==> src/rtl/ladybird_bus_arbiter.sv <==
// Round-robin arbiter sharing one memory port between fetch and MMU.
// An in-order owner FIFO routes each response back to its requester.
module ladybird_bus_arbiter #(
   parameter int XLEN        = 32,
   parameter int OUTSTANDING = 2
) (
   input  logic              clk,
   input  logic              anrst,
   input  logic              nrst,
   input  logic              m0_req,
   output logic              m0_gnt,
   input  logic [XLEN-1:0]   m0_addr,
   input  logic [XLEN-1:0]   m0_wdata,
   input  logic [XLEN/8-1:0] m0_wstrb,
   output logic [XLEN-1:0]   m0_rdata,
   output logic              m0_rvalid,
   input  logic              m1_req,
   output logic              m1_gnt,
   input  logic [XLEN-1:0]   m1_addr,
   input  logic [XLEN-1:0]   m1_wdata,
   input  logic [XLEN/8-1:0] m1_wstrb,
   output logic [XLEN-1:0]   m1_rdata,
   output logic              m1_rvalid,
   output logic              s_req,
   input  logic              s_gnt,
   output logic [XLEN-1:0]   s_addr,
   output logic [XLEN-1:0]   s_wdata,
   output logic [XLEN/8-1:0] s_wstrb,
   input  logic [XLEN-1:0]   s_rdata,
   input  logic              s_rvalid,
   output logic              busy,
   output logic              err
);

   localparam int PW = (OUTSTANDING > 1) ? $clog2(OUTSTANDING) : 1;
   localparam int CW = $clog2(OUTSTANDING + 1);

   logic                   last_q, last_d;
   logic                   err_q, err_d;
   logic [OUTSTANDING-1:0] fifo_q, fifo_d;
   logic [PW-1:0]          rd_ptr_q, rd_ptr_d;
   logic [PW-1:0]          wr_ptr_q, wr_ptr_d;
   logic [CW-1:0]          count_q, count_d;

   logic winner;
   logic full;
   logic hs;
   logic pop;
   logic head;

   function automatic logic [PW-1:0] ptr_next(input logic [PW-1:0] p);
      return (p == PW'(OUTSTANDING - 1)) ? '0 : p + PW'(1);
   endfunction

   // On a tie the requester that did not win last time goes next.
   assign winner = m1_req & (~m0_req | ~last_q);
   assign full   = (count_q == CW'(OUTSTANDING));
   assign s_req  = (m0_req | m1_req) & ~full;
   assign hs     = s_req & s_gnt;
   assign pop    = s_rvalid & (count_q != '0);
   assign head   = fifo_q[rd_ptr_q];

   assign s_addr  = winner ? m1_addr  : m0_addr;
   assign s_wdata = winner ? m1_wdata : m0_wdata;
   assign s_wstrb = winner ? m1_wstrb : m0_wstrb;

   assign m0_gnt    = hs & ~winner;
   assign m1_gnt    = hs & winner;
   assign m0_rvalid = pop & ~head;
   assign m1_rvalid = pop & head;
   assign m0_rdata  = s_rdata;
   assign m1_rdata  = s_rdata;

   assign busy = (count_q != '0);
   assign err  = err_q;

   always_comb begin
      last_d   = last_q;
      err_d    = err_q;
      fifo_d   = fifo_q;
      rd_ptr_d = rd_ptr_q;
      wr_ptr_d = wr_ptr_q;
      count_d  = count_q;
      if (hs) begin
         fifo_d[wr_ptr_q] = winner;
         wr_ptr_d         = ptr_next(wr_ptr_q);
         last_d           = winner;
      end
      if (pop) begin
         rd_ptr_d = ptr_next(rd_ptr_q);
      end
      unique case ({hs, pop})
         2'b10:   count_d = count_q + CW'(1);
         2'b01:   count_d = count_q - CW'(1);
         default: count_d = count_q;
      endcase
      if (s_rvalid && (count_q == '0)) begin
         err_d = 1'b1;
      end
      if (!nrst) begin
         last_d   = 1'b1;
         err_d    = 1'b0;
         rd_ptr_d = '0;
         wr_ptr_d = '0;
         count_d  = '0;
      end
   end

   always_ff @(posedge clk or negedge anrst) begin
      if (!anrst) begin
         last_q   <= 1'b1;
         err_q    <= 1'b0;
         fifo_q   <= '0;
         rd_ptr_q <= '0;
         wr_ptr_q <= '0;
         count_q  <= '0;
      end else begin
         last_q   <= last_d;
         err_q    <= err_d;
         fifo_q   <= fifo_d;
         rd_ptr_q <= rd_ptr_d;
         wr_ptr_q <= wr_ptr_d;
         count_q  <= count_d;
      end
   end

endmodule
==> config.mk <==
export PLATFORM = sky130hd
export DESIGN_NAME = ladybird_bus_arbiter
export DESIGN_NICKNAME = d
export VERILOG_FILES = /design/src/rtl/ladybird_bus_arbiter.sv
export SDC_FILE = /design/constraint.sdc
export NUM_CORES = 1
export LEC_CHECK = 0
export CORE_AREA = 4 4 119 121
export DETAILED_ROUTE_END_ITERATION = 8
export DIE_AREA = 0 0 123 125
export MAX_ROUTING_LAYER = met4
export PLACE_DENSITY = 0.62
export SKIP_LAST_GASP = 1
export SLEW_MARGIN = 20
export SYNTH_ARGS = -nofsm -noshare
export SYNTH_HDL_FRONTEND = slang
export SYNTH_SLANG_ARGS = --single-unit
==> constraint.sdc <==
create_clock -name clk -period 4.3 [get_ports clk]
set_clock_uncertainty 0.2 [all_clocks]
set_input_delay 0.86 -clock clk [delete_from_list [all_inputs] [get_ports clk]]
set_output_delay 0.86 -clock clk [all_outputs]
set_load 0.03 [all_outputs]
==> out/qor.yml, run 1 <==
die_y_um: 125
die_width_um: 123
ctsResizeCount: 0
pre_cts_ws_ns: 0.3255
haltStage: "detailed routing (5_2_route)"
ys_async_sr_fraction_pct: 100.0
htreeDepth: 1
grt_pass1_vias: 2209
port_buffers: 217
synth_area_leaders: "buf_4 (28%), mux2_1 (23%), mux2_2 (22%)"
synth_nets: 365
cts.sinks: 8
cts.path.max_buffers: 2
placed_cell_area_um2: 3612
io_pins: 314
yosysUniqueCellTypes: 30
place_hpwl_um: 6676
syn_area_um2: 1742
grtUsageTotal_pct: 9.310
synth_top_area_share_pct: 27.59
postCtsSetupRepairBufs: 0
grt_start_max_net_pins: 54
synth_seq_cells: 8
synth_top_area_cell: "buf_4"
grt_pass1_wl_um: 11150
grt_antenna_before_repair: 0
rows: 42
seq_area_frac_synth_pct: 11.57
synthCells: 190
overflow: 0
avgSynthCellArea_um2: 9.167
cts_made_buffers: 3
status: "did not finish"
yosys_most_used_dff: "dfrtp_1"
gp_congestion: 0.7896
tool.error: "[ERROR DRT-0255] Maze Route cannot find path of net s_rdata[26] in worker of routeBox ( 96600 96600 ) ( 123000 125000 )."
yosysWarnings: 0
cts_root_buffer: "clkbuf_16"
synth_edf_count: 0
hold_buffers: 0
start_util_pct: 13.31
routing by layer:
| layer | track usage (%) |
|---|---|
| met4 | 1.759 |
| met1 | 9.624 |
| met5 | - |
| met3 | 3.613 |
| met2 | 16.73 |
synth_stat cells, types with 2 or more instances:
library cell / number
a21oi_1: 2
o21ai_0: 3
dfrtp_1: 7
mux2_2: 34
nand2_1: 5
nor2_1: 9
mux2_1: 35
buf_4: 64
inv_1: 3
o31ai_1: 2
buf_2: 7
through the flow:
step	cells	hold slack, ns
after floorplan	190	0.2805
after global placement	512	0.2806
after detailed placement	512	0.3060
after CTS	516	0.3142
after global routing	516	0.3223
kinds of logic after synthesis:
family | Yosys count | synth area share (%)
buffers and inverters | 76 | 31.11
multiplexers | 71 | 46.05
AND/OR/NAND/NOR | 23 | 6.754
AO/OA/AOI/OAI | 11 | 4.023
flip-flops | 8 | 11.57
XOR/XNOR | 1 | 0.5030
==> run 2: changes to the inputs <==
- CORE_AREA: 4 4 119 121 -> 4 4 120 122
- DIE_AREA: 0 0 123 125 -> 0 0 124 126
- MAX_ROUTING_LAYER: met4 -> unset
- PLACE_DENSITY: 0.62 -> unset
- PLACE_DENSITY_LB_ADDON: unset -> 0.15
==> run 2 against run 1 <==
  * The run now ends clean
  * Global-route usage hardly changed
  * Synthesized cell count unchanged
  * Area after synthesis stayed put
==> out/qor.yml, run 2 <==
grt_start_max_net_pins: 47  # -13%
final_max_slew_viol_count: 0
multiInputGateArea_um2: 1001
path_class: "primary input to primary output"
dp.cells: 513  # +0.20%
clkTransAtPathRegs_ns: 0.04
gp_congestion: 0.8206  # +3.9%
cp_max_fo: 46
synth_seq_cells: 8  # unchanged
cp.arrival_ns: 2.88
cts_tree: "done"
utilization_pct: 28.24
hold_buffers: 0  # unchanged
die_y_um: 126  # +0.80%
yosys_most_used_dff: "dfrtp_1"
avgSynthCellArea_um2: 9.167  # unchanged
power_density_nw_per_um2: 202.8
core_um2: 13190
port_buffers: 217  # unchanged
cts.path.max_buffers: 2  # unchanged
irDropWorstVdd_v: 0.0001093
seq_area_frac_synth_pct: 11.57  # unchanged
ys_async_sr_fraction_pct: 100.0  # unchanged
stdcell_count: 517
placed_cell_area_um2: 3646  # +0.94%
synth_top_area_cell: "buf_4"
fin_crit_ns: 3.945
crit_chain: "clkdlybuf4s50_1, nand2_1, and2_4, buf_12, mux2_2, clkdlybuf4s50_1"
grtUsageTotal_pct: 9.293  # -0.016 points
postCtsSetupRepairBufs: 0  # unchanged
cp-start-kind: "primary input"
max_freq_ghz: 0.2535
wl_per_cell_um: 16.06
fillers: 1383
via_per_inst: 3.687
detail_route.wirelength_um: 8305
synth_nets: 365  # unchanged
synth_top_area_share_pct: 27.59  # unchanged
hold_path_class: "flip-flop to flip-flop"
layout-drive-gt1-share_pct: 14.37
synth_edf_count: 0  # unchanged
rsz0062_at_grt: "false"
dieArea_um2: 15620
yosysUniqueCellTypes: 30  # unchanged
syn_area_um2: 1742  # unchanged
ctsResizeCount: 0  # unchanged
maxSlewHeadroom_pct: 66.74
top_regs: "count_q (2), fifo_q (2)"
cts_root_buffer: "clkbuf_16"
hold_violations: 0
clk_latency_ns: 0.23
worstMarginPinSlew_ns: 0.4979
syn2layout_area_growth_pct: 113.9
cts_made_buffers: 3  # unchanged
final_cell_mix: "clkdlybuf4s50_1 (214), mux2_1 (35), mux2_2 (34)"
grt_pass1_vias: 1985  # -10%
overflow: 0  # unchanged
seq_area_um2: 201.4
start_util_pct: 13.20  # -0.11 points
critPathCaptureType: "primary output"
io_pins: 314  # unchanged
synth_area_leaders: "buf_4 (28%), mux2_1 (23%), mux2_2 (22%)"
dr.pass1.iters: 4
p_leak_uw: 0.001382
setup_viol: 0
cp_slowest_cell: "clkdlybuf4s50_1"
synth_commonest_cells: "buf_4 (64), mux2_1 (35), mux2_2 (34)"
htreeDepth: 1  # unchanged
yosysWarnings: 0  # unchanged
drc: 0
final.setup.tns_ns: 0
power_uw: 755.4
dr_total_vias: 1906
synth.most_common_cell: "buf_4"
drt_iter0_markers: 32
die_width_um: 124  # +0.81%
layout_commonest_cell: "clkdlybuf4s50_1"
status: "finished clean"
path_common_cell: "clkdlybuf4s50_1"
ant_nets: 0
min_period_over_period_pct: 91.73
cts.sinks: 8  # unchanged
grt_pass1_wl_um: 11150  # unchanged
antenna_cells: 0
slowest_delay_ns: 0.62
maxCapViolCount: 0
finalInstanceArea_um2: 3725
place_hpwl_um: 7183  # +7.6%
synthCells: 190  # unchanged
final_net_count: 517
grt_antenna_before_repair: 0  # unchanged
worst_ep_required_time_ns: 3.24
rows: 42  # unchanged
==> run 2: cell counts after synthesis <==
No cell type changed its count.
==> run 2: area by class of cell <==
class                      count  area share (%)
tap                          176           5.912
multi-input combinational    106           26.87
timing repair buffer         220           59.39
inverter                       3          0.3023
clock buffer                   4           2.116
sequential                     8           5.408
==> run 2: kinds of logic after synthesis <==
group           after synthesis  synth area share [%]
buf+inv                      76                 31.11
mux                          71                 46.05
simple gates                 23                 6.754
compound gates               11                 4.023
flops                         8                 11.57
xor+xnor                      1                0.5030
==> run 2: report_power, final <==
group	switching (uW)	leakage, uW	internal [uW]
logic	225	0.00124	277
registers	6.38	0.000102	85.4
clock network	37.9	0.0000382	124
total	269	0.00138	486
==> run 2: critical path: cells and delay by family <==
family                 cells  cell delay [ns]
buffers and inverters      3             1.33
AND/OR/NAND/NOR            2             0.30
multiplexers               1             0.36
==> run 2: metal layers <==
metal / wire length, um / vias up / global-route usage, % / share of wire (%)
met5: 0 / - / 0 / 0
met4: 240 / 0 / 3.286 / 2.9
met3: 1143 / 28 / 3.274 / 14
met2: 4221 / 152 / 18.01 / 51
met1: 2700 / 829 / 8.800 / 33
li1: - / 897 / - / -
==> run 2: metrics by stage <==
stage          setup slack (ns)  hold WS, ns
2_1_floorplan             1.309       0.2805
3_3_place_gp             0.3469       0.2841
3_5_place_dp             0.3472       0.2989
4_1_cts                  0.3402       0.3077
5_1_grt                  0.2875       0.3221
6_report                 0.3555       0.2927
==> run 2: path summary, 6_finish.rpt <==
path                                         from                     to  slack (ns)  cells after the start
max                                        m0_req             s_addr[17]        0.36                      6
min reg2reg                       err$_DFFE_PN0P_        err$_DFFE_PN0P_        0.29                      2
max in group asynchronous                   anrst     last_q$_DFFE_PN1P_        2.87                      1
max reg2reg                count_q[1]$_DFFE_PN0P_  fifo_q[0]$_DFFE_PN0P_        2.58                      3
min                               err$_DFFE_PN0P_        err$_DFFE_PN0P_        0.29                      2
min in group asynchronous                   anrst        err$_DFFE_PN0P_        0.72                      1
Power figures use the tool's default switching activity.
